**src/rtl/highpass_pkg.sv**
```systemverilog
// Shared types and helpers for the highpass filter block.
// Holds the FSM state enum, the accumulator width rule and the output clamp.
// Pure declarations: no state, no timing, no handshake.
package highpass_pkg;

    typedef enum logic [1:0] {
        PRIME  = 2'd0,
        SETTLE = 2'd1,
        RUN    = 2'd2
    } hp_state_t;

    // One guard bit above WIDTH+L2_ALPHA keeps sum + u - lp from overflowing.
    function automatic int sum_width(input int width, input int l2_alpha);
        return width + l2_alpha + 1;
    endfunction

    // Clamp a signed value into the two's complement range of 'width' bits.
    // The caller truncates the result to 'width' bits.
    function automatic logic signed [63:0] sat_resize(input logic signed [63:0] x,
                                                      input int width);
        logic signed [63:0] hi;
        logic signed [63:0] lo;
        hi = (64'sd1 <<< (width - 1)) - 64'sd1;
        lo = -(64'sd1 <<< (width - 1));
        if (x > hi)
            return hi;
        else if (x < lo)
            return lo;
        return x;
    endfunction

endpackage

```
**src/rtl/highpass_accum.sv**
```systemverilog
// hp_accum: leaky-integrator state (sum), its lowpass tap and the highpass difference.
// Latency: sum updates on the clock after load/upd; y_full is combinational from u and sum.
// Backpressure: none of its own; the top only pulses load/upd on an accepted sample.
// Ports: clk, clr (sync zero), load (prime sum from u), upd (integrate u), u, y_full.
module hp_accum
    import highpass_pkg::*;
#(
    parameter int WIDTH    = 16,
    parameter int L2_ALPHA = 4
) (
    input  logic                    clk,
    input  logic                    clr,
    input  logic                    load,
    input  logic                    upd,
    input  logic signed [WIDTH-1:0] u,
    output logic signed [WIDTH:0]   y_full
);

    localparam int SW = sum_width(WIDTH, L2_ALPHA);

    logic signed [SW-1:0] sum;
    logic signed [SW-1:0] lp;
    logic signed [SW-1:0] u_sx;
    logic signed [SW-1:0] sum_nxt;

    // Floor division by 2^L2_ALPHA.
    assign lp      = sum >>> L2_ALPHA;
    assign u_sx    = {{(L2_ALPHA + 1){u[WIDTH-1]}}, u};
    assign sum_nxt = sum + u_sx - lp;

    // lp is a weighted average of past inputs, so it always fits WIDTH+1 bits.
    assign y_full  = {u[WIDTH-1], u} - lp[WIDTH:0];

    always_ff @(posedge clk) begin
        if (clr)
            sum <= '0;
        else if (load)
            // Priming makes lp equal to the first sample, so the first
            // difference starts near zero instead of a full-scale step.
            sum <= {u[WIDTH-1], u, {L2_ALPHA{1'b0}}};
        else if (upd)
            sum <= sum_nxt;
    end

endmodule

```
**src/rtl/highpass.sv**
```systemverilog
// highpass: streaming DC-blocking filter y = u - LP(u) with priming and settle flag.
// Latency 1 cycle from accept to y; 1 sample/clock under continuous flow.
// Backpressure: in_ready = !out_valid || out_ready; a stalled output freezes all state.
// Ports: clk, rst (sync, active-high), clear, in_valid/in_ready/u, out_valid/out_ready/y, settled.
// Build option: HIGHPASS_SAT_EN clamps y to the WIDTH-bit range instead of wrapping.
module highpass
    import highpass_pkg::*;
#(
    parameter int WIDTH        = 16,
    parameter int L2_ALPHA     = 4,
    parameter int SETTLE_COUNT = 64
) (
    input  logic                    clk,
    input  logic                    rst,
    input  logic                    clear,
    input  logic                    in_valid,
    output logic                    in_ready,
    input  logic signed [WIDTH-1:0] u,
    output logic                    out_valid,
    input  logic                    out_ready,
    output logic signed [WIDTH-1:0] y,
    output logic                    settled
);

    localparam int CW = $clog2(SETTLE_COUNT + 1);

    hp_state_t               state;
    hp_state_t               state_nxt;
    logic [CW-1:0]           cnt;
    logic [CW-1:0]           cnt_nxt;
    logic                    settled_nxt;
    logic                    accept;
    logic                    load;
    logic                    upd;
    logic signed [WIDTH:0]   y_full;
    logic signed [WIDTH-1:0] y_res;
    logic signed [WIDTH-1:0] y_nxt;

    assign in_ready = !rst && (!out_valid || out_ready);
    // A sample offered during clear is consumed by the handshake but dropped.
    assign accept   = in_valid && in_ready && !clear;
    assign load     = accept && (state == PRIME);
    assign upd      = accept && (state != PRIME);

    hp_accum #(
        .WIDTH    (WIDTH),
        .L2_ALPHA (L2_ALPHA)
    ) u_acc (
        .clk    (clk),
        .clr    (rst || clear),
        .load   (load),
        .upd    (upd),
        .u      (u),
        .y_full (y_full)
    );

`ifdef HIGHPASS_SAT_EN
    assign y_res = WIDTH'(sat_resize(64'(y_full), WIDTH));
`else
    assign y_res = y_full[WIDTH-1:0];
`endif

    always_comb begin
        state_nxt   = state;
        cnt_nxt     = cnt;
        settled_nxt = settled;
        y_nxt       = y_res;
        if (accept) begin
            case (state)
                PRIME: begin
                    state_nxt = SETTLE;
                    cnt_nxt   = '0;
                    y_nxt     = '0;
                end
                SETTLE: begin
                    if (cnt != CW'(SETTLE_COUNT))
                        cnt_nxt = cnt + 1'b1;
                    if (cnt_nxt == CW'(SETTLE_COUNT)) begin
                        state_nxt   = RUN;
                        settled_nxt = 1'b1;
                    end
                end
                default: ;
            endcase
        end
    end

    always_ff @(posedge clk) begin
        if (rst || clear) begin
            state     <= PRIME;
            cnt       <= '0;
            settled   <= 1'b0;
            out_valid <= 1'b0;
            y         <= '0;
        end else begin
            state   <= state_nxt;
            cnt     <= cnt_nxt;
            settled <= settled_nxt;
            if (accept) begin
                y         <= y_nxt;
                out_valid <= 1'b1;
            end else if (out_ready) begin
                out_valid <= 1'b0;
            end
        end
    end

endmodule

```
**config.mk**
```make
export PLATFORM = sky130hd
export DESIGN_NAME = highpass
export DESIGN_NICKNAME = d
export VERILOG_FILES = /design/src/rtl/highpass_pkg.sv /design/src/rtl/highpass_accum.sv /design/src/rtl/highpass.sv
export SDC_FILE = /design/constraint.sdc
export NUM_CORES = 1
export LEC_CHECK = 0
export CORE_MARGIN = 8
export CORE_UTILIZATION = 38
export DETAILED_ROUTE_END_ITERATION = 8
export GPL_TIMING_DRIVEN = 0
export SYNTH_ARGS = -nofsm -noshare
export SYNTH_HDL_FRONTEND = slang
export SYNTH_HIERARCHICAL = 1
export SYNTH_SLANG_ARGS = --single-unit
```
**constraint.sdc**
```tcl
create_clock -name clk -period 4.65 [get_ports clk]
set_input_delay 0.93 -clock clk [delete_from_list [all_inputs] [get_ports clk]]
set_output_delay 0.93 -clock clk [all_outputs]
set_load 0.05 [all_outputs]
```
# Word-level counts from Yosys, hierarchy flattened
# Index checks and enable logic that the tools add are counted.
# word_totals
regBits,48
output_inout_bits,19
wordCells,45
# classes
addsub,4
eq_ne,4
mux,11
n_reduce_logical,19
# op_table
cell,count
$mux W21,2
$add A21 B16 Y21,1
$mux W7,3
$sub A21 B17 Y21,1
$mux W16,1
$sub A16 B16 Y16,1
$pmux W7 S2,1
$reduce_bool A2 Y1,4
$add A7 B1 Y7 const B,1
$eq A7 B7 Y1 const B,1
$ne A7 B7 Y1 const B,1
$reduce_and A3 Y1,2
$logic_and A1 B1 Y1,5
$pmux W2 S2,1
$logic_not A1 Y1,3
$eq A2 B1 Y1 const B,1
$logic_not A2 Y1,1
$logic_or A1 B1 Y1,2
$mux W1,2
$mux W2,1
$ne A2 B2 Y1 const B,1
$reduce_and A2 Y1,1
$reduce_or A2 Y1,1

# Logic depth before layout (Yosys ltp)
# Gate-level depths: netlist (run 1).
# depth
depth_word,9
mapped_depth,13

# By module
# Netlist (run 1), hierarchy kept.
# modules_own_cells
module,seq_area_each_um2,area_each_um2,cells_each,n_inst
hp_accum,420.4,3377.0,446,1
highpass,540.5,1194.9,136,1

# Worst setup path before layout (run 1)
# OpenSTA, ideal clock, no wires.
# synth_path
kind,input-to-reg
start,input u[1]
end,register u_acc.sum[14]
t_arrival_ns,3.064
path_buffers,0
path_slack_ns,1.448
t_required_ns,4.512
path_stages,10
path_cell_list,inv_1 fa_1 fa_1 nand2b_1 a21oi_1 o21ai_1 and2_1 o31ai_1 xnor2_1 o221ai_1
# synth_via
elab_chain_len,4
# synth_lines
item,line_no,text
"start, declared",highpass.sv:18,"input logic signed [WIDTH-1:0] u,"
$add A21 B16 Y21,highpass_accum.sv:29,assign sum_nxt = sum + u_sx - lp;
$sub A21 B17 Y21,highpass_accum.sv:29,
$mux W21,highpass_accum.sv:41,else if (upd)
$mux W21,highpass_accum.sv:37,else if (load)
"end signal, assigned",highpass_accum.sv:40,"sum <= {u[WIDTH-1], u, {L2_ALPHA{1'b0}}};"
"end signal, assigned",highpass_accum.sv:42,sum <= sum_nxt;
"end, declared",highpass_accum.sv:21,logic signed [SW-1:0] sum;
# Every way passes these cells. The select of a mux whose other input is x is not followed.
# A chain may end at the register's enable or synchronous reset.

# Final worst setup path (run 1)
# layout_path
start,input rst
end,register u_acc.sum[5]
# layout_via
elab_chain_len,6
elab_cells_between_ends,9
classes_between,mux: 1; reduce/logical: 8
# layout_lines
item,line_no,text
"start, declared",highpass.sv:14,"input logic rst,"
$logic_not A1 Y1,highpass.sv:39,assign in_ready = !rst && (!out_valid || out_ready);
$logic_and A1 B1 Y1,highpass.sv:39,
$logic_and A1 B1 Y1 (2 in a row),highpass.sv:41,assign accept = in_valid && in_ready && !clear;
$logic_and A1 B1 Y1,highpass.sv:43,assign upd = accept && (state != PRIME);
via upd,highpass.sv:34,logic upd;
$reduce_bool A2 Y1 (no source line),n/a,
# The timed path passes the listed nets, and every way through them passes these cells.

==> results.yml, run 1 <==
sta:
  tightest_slew_ns: 1.034
  setup_viol: 0
  finalCritPeriodShare_pct: 88.89
  fmax_mhz: 241.9
  fin_worst_skew_ns: 0.009106
  slew_viol_final: 0
  hold_viol_final: 0
  maxSlewHeadroom_pct: 30.46
  fin_crit_ns: 4.133
  setup-tns-final_ns: 0
  rsz0062_at_grt: "false"
detailed_routing:
  drt_pre_antenna_iters: 5
  via_per_inst: 5.488
  wirelength_mm: 12.03
  route.detailed.drc: 0
  wl_per_cell_um: 15.83
  num_vias: 4171
  dr.first_iter.drc_count: 320
  postRouteAntennaNets: 0
power_and_ir_drop:
  vdd_drop_max_uv: 115.5
  power_density_nw_per_um2: 231.6
  p_leak_nw: 2.115
  power.total_w: 0.001207
grt:
  gr-usage-all-layers_pct: 15.59
  grt_antenna_before_repair: 0
  grt_max_degree: 15
  grtUsageMet3_pct: 2.397
  grt_util_met2_pct: 26.34
  grt_most_used_layer: "met2"
  grt_pass1_wl_mm: 20.40
  grt_pass1_vias: 4155
  grt.overflow.total: 0
  grt_util_met1_pct: 19.93
flow_run:
  drv_cap: 0
die:
  io_pins: 40
  die_x_um: 124.9
  std_cell_rows: 39
  initial_core_util_pct: 39.10
  design.core.area_sq_um: 11520
  dieArea_sq_um: 15590
  die_h_um: 124.9
cells_and_area:
  fillCellCount: 1154
  area_growth_pct: 15.70
  antenna_cells: 0
  layout-drive-gt1-share_pct: 4.052
  finalNetCount: 699
clock_network:
  cts_resized: 0
  clkTransAtPathRegs_ns: 0.07
  post-cts-setup-buffers: 0
  cts_tree: "yes"
  htreeDepth: 2
  insertion_delay_ns: 0.29
  clock-root-buffer: "clkbuf_16"
  cts_made_buffers: 5
  clockBufferDepth: 2
  ctsHoldBuffers: 0
  cts.sinks: 48
placement:
  place_congestion: 0.8646
  io_buffers: 39
  dp_hpwl_mm: 9.864
worst_setup_path:
  critPathKind: "in2reg"
  worstPathArrival_ns: 4.33
  crit_path_start_kind: "input port"
  cp-end-kind: "flop"
  rr_startpoint: "out_valid$_SDFFE_PP0P_"
  crit_fanout: 12
  rr_worst_depth: 7
  required_ns: 4.85
  cp-startpoint: "rst"
min_path:
  hp-class: "reg2reg"
  min_from: "settled$_SDFFE_PP0P_"
  holdPathStages: 1
synth:
  ys_warn_count: 6
  synth_area_sq_um: 4503
  syn_inst: 571
  syn_nets: 653
  avgSynthCellArea_sq_um: 7.886
run_status:
  status: "complete, no violations"
flip-flops by register name, indices dropped and copies added, names as in the netlist:
register   cells
cnt            7
state          2
settled        1
u_acc/sum     21
out_valid      1
y             16
cell type report:
cell class	instances	area (sq um)	share of cell area, %
sequential	48	960.9	18.44
timing repair buffer	39	390.4	7.493
clock inverter	2	12.51	0.2402
clock buffer	5	125.1	2.402
multi-input combinational	415	3127	60.01
inverter	89	336.6	6.460
buffer	19	78.83	1.513
tap	143	178.9	3.434
path summary, 6_finish.rpt:
check | to | slack [ns]
worst min-delay path | settled$_SDFFE_PP0P_ | 0.49
worst max-delay path | u_acc/sum[5]$_SDFFE_PP0P_ | 0.52
worst min register to register | settled$_SDFFE_PP0P_ | 0.49
worst max register to register | u_acc/sum[5]$_SDFFE_PP0P_ | 1.52
per-layer routing:
layer,share of wire (%),vias up
met4,1.8,0
met5,0,-
met2,47,104
met1,47,1960
met3,4.5,18
li1,-,2089
power by group:
group	switching, W	total [W]	internal (W)
clock network	0.000165	0.000360	0.000196
logic	0.000254	0.000426	0.000172
registers	0.00000445	0.000420	0.000415
through the flow:
step	util (%)	cell area (sq um)	cells	hold WS (ns)	setup slack, ns
after floorplan	-	4503	571	0.4565	1.448
after global placement	44.05	5072	753	0.4697	0.3091
after detailed placement	44.05	5072	753	0.4816	0.2391
after CTS	45.24	5210	760	0.4873	0.5366
after global routing	45.24	5210	760	0.5192	0.2564
final	45.24	5210	760	0.4864	0.5168
layout by cell type (no fill, tap or decap), types with 4 or more instances in the layout:
cell type,count
mux2i_1,4
buf_2,6
nand2_1,31
xnor2_1,15
a211oi_1,15
nand2b_1,4
o21a_1,8
nand3_1,8
clkdlybuf4s50_1,39
inv_1,88
o211ai_1,7
nor3_1,15
o22ai_1,5
o21ai_0,24
a32o_1,4
ha_1,40
a22oi_1,18
dfxtp_1,48
or3_1,8
a21o_1,10
clkbuf_1,11
nor2_1,56
fa_1,21
a21oi_1,41
clkbuf_16,5
nand3b_1,4
nor2b_1,7
xor2_1,12
nand4_1,4
worst max-delay path: stages:
cell,delay [ns]
clkdlybuf4s50_1,0.51
nor2_8,0.23
inv_4,0.09
nor4_2,0.73
buf_2,0.40
clkbuf_1,0.48
clkbuf_1,0.50
nand3_1,0.18
a221oi_1,0.27
Note: power is estimated with default switching activity, not from simulation.
==> run 2: changes to the inputs <==
--- a/config.mk
+++ b/config.mk
@@ -9,6 +9,7 @@
 export CORE_UTILIZATION = 38
 export DETAILED_ROUTE_END_ITERATION = 8
 export GPL_TIMING_DRIVEN = 0
+export SKIP_CTS_REPAIR_TIMING = 1
 export SYNTH_ARGS = -nofsm -noshare
 export SYNTH_HDL_FRONTEND = slang
 export SYNTH_HIERARCHICAL = 1
==> constraint.sdc (replaced) <==
create_clock -name clk -period 4.6 [get_ports clk]
set_input_delay 0.92 -clock clk [delete_from_list [all_inputs] [get_ports clk]]
set_output_delay 0.92 -clock clk [all_outputs]
set_load 0.05 [all_outputs]
==> results of run 2 <==
The final DEF is identical to that of run 1. Status: complete, no violations.
Among the figures that moved: setup slack after placement 0.2391 ns -> 0.1991 ns; setup slack after layout 0.5168 ns -> 0.4768 ns; register-to-register setup slack 1.52 ns -> 1.47 ns; total power 0.001207 W -> 0.001220 W; worst IR drop on VDD 115.5 uV -> 116.7 uV
==> run 3: changes to the inputs <==
--- a/config.mk
+++ b/config.mk
@@ -6,7 +6,7 @@
 export NUM_CORES = 1
 export LEC_CHECK = 0
 export CORE_MARGIN = 8
-export CORE_UTILIZATION = 38
+export CORE_UTILIZATION = 30
 export DETAILED_ROUTE_END_ITERATION = 8
 export GPL_TIMING_DRIVEN = 0
 export SKIP_CTS_REPAIR_TIMING = 1
==> results.yml, run 3 (synthesis results as in run 1) <==
worst_setup_path:
  worst-path-buf-inv: 5
  path_common_cell: "clkbuf_1"
  cp-end-kind: "flop"
  crit_family: "buffers and inverters"
  required_ns: 4.80
  crit_fanout: 12
  critPathKind: "in2reg"
  path_cells: "clkdlybuf4s50_1, nor2_8, inv_4, nor4_2, buf_2, clkbuf_1, clkbuf_1, nand3_1, a221oi_1"
  critical-path-max-stage-delay_ns: 0.68
  worstPathArrival_ns: 4.26
  crit_path_start_kind: "input port"
  cp_slowest_cell: "nor4_2"
die:
  initial_core_util_pct: 30.87
  dieArea_sq_um: 19190
  io_pins: 40
  die_x_um: 138.5
  design.core.area_sq_um: 14590
  die_h_um: 138.5
  std_cell_rows: 44
clock_network:
  htreeDepth: 2
  clkTransAtPathRegs_ns: 0.07
  clock-root-buffer: "clkbuf_16"
  cts_tree: "yes"
  cts_made_buffers: 5
  insertion_delay_ns: 0.29
  clockBufferDepth: 2
  cts.sinks: 48
sta:
  fin_crit_ns: 4.057
  setup-tns-final_ns: 0
  maxSlewHeadroom_pct: 28.29
  hold_slack_ns: 0.4875
  fmax_mhz: 246.5
  slew_viol_final: 0
  setup_viol: 0
  finalCritPeriodShare_pct: 88.20
  fin_worst_skew_ns: 0.006598
  hold_viol_final: 0
  rsz0062_at_grt: "false"
  tightest_slew_ns: 1.066
placement:
  dpl-instance-area_sq_um: 5124
  placed_cells: 794
  dp_hpwl_mm: 10.22
  io_buffers: 39
  place_congestion: 0.8662
detailed_routing:
  num_vias: 4228
  via_per_inst: 5.272
  dr.first_iter.drc_count: 214
  route.detailed.drc: 0
  postRouteAntennaNets: 0
  drt_pre_antenna_iters: 5
  wl_per_cell_um: 15.52
  wirelength_mm: 12.44
power_and_ir_drop:
  power_density_nw_per_um2: 234.0
  vdd_drop_max_uv: 129.8
  p_leak_nw: 2.120
grt:
  gr-usage-all-layers_pct: 13.04
  grt_pass1_vias: 4254
  grt_pass1_wl_mm: 21.19
  grt.overflow.total: 0
  grt_max_degree: 15
  grt_antenna_before_repair: 0
flow_run:
  drv_cap: 0
cells_and_area:
  finalNetCount: 699
  top_register: "u_acc/sum"
  layout_commonest_cell: "inv_1"
  antenna_cells: 0
  layout-drive-gt1-share_pct: 4.045
  final_cell_mix: "inv_1, nor2_1, dfxtp_1"
  fin_cells: 802
  area_growth_pct: 17.12
  final_area_sq_um: 5274
  largest_reg_flops: 21
  reg_top3: "u_acc/sum: 21 flops, y: 16 flops, cnt: 7 flops"
min_path:
  hp-class: "reg2reg"
run_status:
  status: "complete, no violations"
## run 3: worst paths after layout
check	start	end	slack, ns	cells past startpoint
max	rst	u_acc/sum[5]$_SDFFE_PP0P_	0.54	9
min	settled$_SDFFE_PP0P_	settled$_SDFFE_PP0P_	0.49	1
max reg2reg	out_valid$_SDFFE_PP0P_	u_acc/sum[5]$_SDFFE_PP0P_	1.53	7
min reg2reg	settled$_SDFFE_PP0P_	settled$_SDFFE_PP0P_	0.49	1
## run 3: stage by stage
step | worst slack [ns] | utilization (%) | total power (W)
global route | 0.3705 | 36.15 | 0.001317
detailed placement | 0.2456 | 35.12 | 0.0008613
global placement | 0.3230 | 35.12 | 0.0008557
floorplan | 1.408 | - | 0.0007487
CTS | 0.5443 | 36.15 | 0.001244
finish | 0.5429 | 36.15 | 0.001234
## run 3: cell type report
class                           instances  area (sq um)
Buffer                                 19         78.83
Tap cell                              184         230.2
Timing Repair Buffer                   39         390.4
Clock inverter                          1         7.507
Fill cell                            1511          9315
Inverter                               89         336.6
Clock buffer                            7         142.6
Multi-Input combinational cell        415          3127
Sequential cell                        48         960.9
## run 3: metal layers
layer | GRT usage [%] | up-vias | routed length, um
met1 | 15.83 | 2011 | 5563
li1 | - | 2090 | -
met3 | 2.158 | 19 | 537
met2 | 22.65 | 108 | 6055
met4 | 4.634 | 0 | 288
met5 | 0 | - | 0
## run 3: worst reg2reg max path, cell delays in order, from the launching register on
cell	delay [ns]
dfxtp_1	0.30
nor2b_1	0.19
nor4_2	0.65
buf_2	0.39
clkbuf_1	0.46
clkbuf_1	0.51
nand3_1	0.20
a221oi_1	0.27
## run 3: report_power, final
group | internal [W] | leakage (nW) | total [W] | switching, W
registers | 0.000420 | 0.387 | 0.000425 | 0.00000460
clock network | 0.000217 | 0.0701 | 0.000378 | 0.000161
logic | 0.000174 | 1.66 | 0.000431 | 0.000257
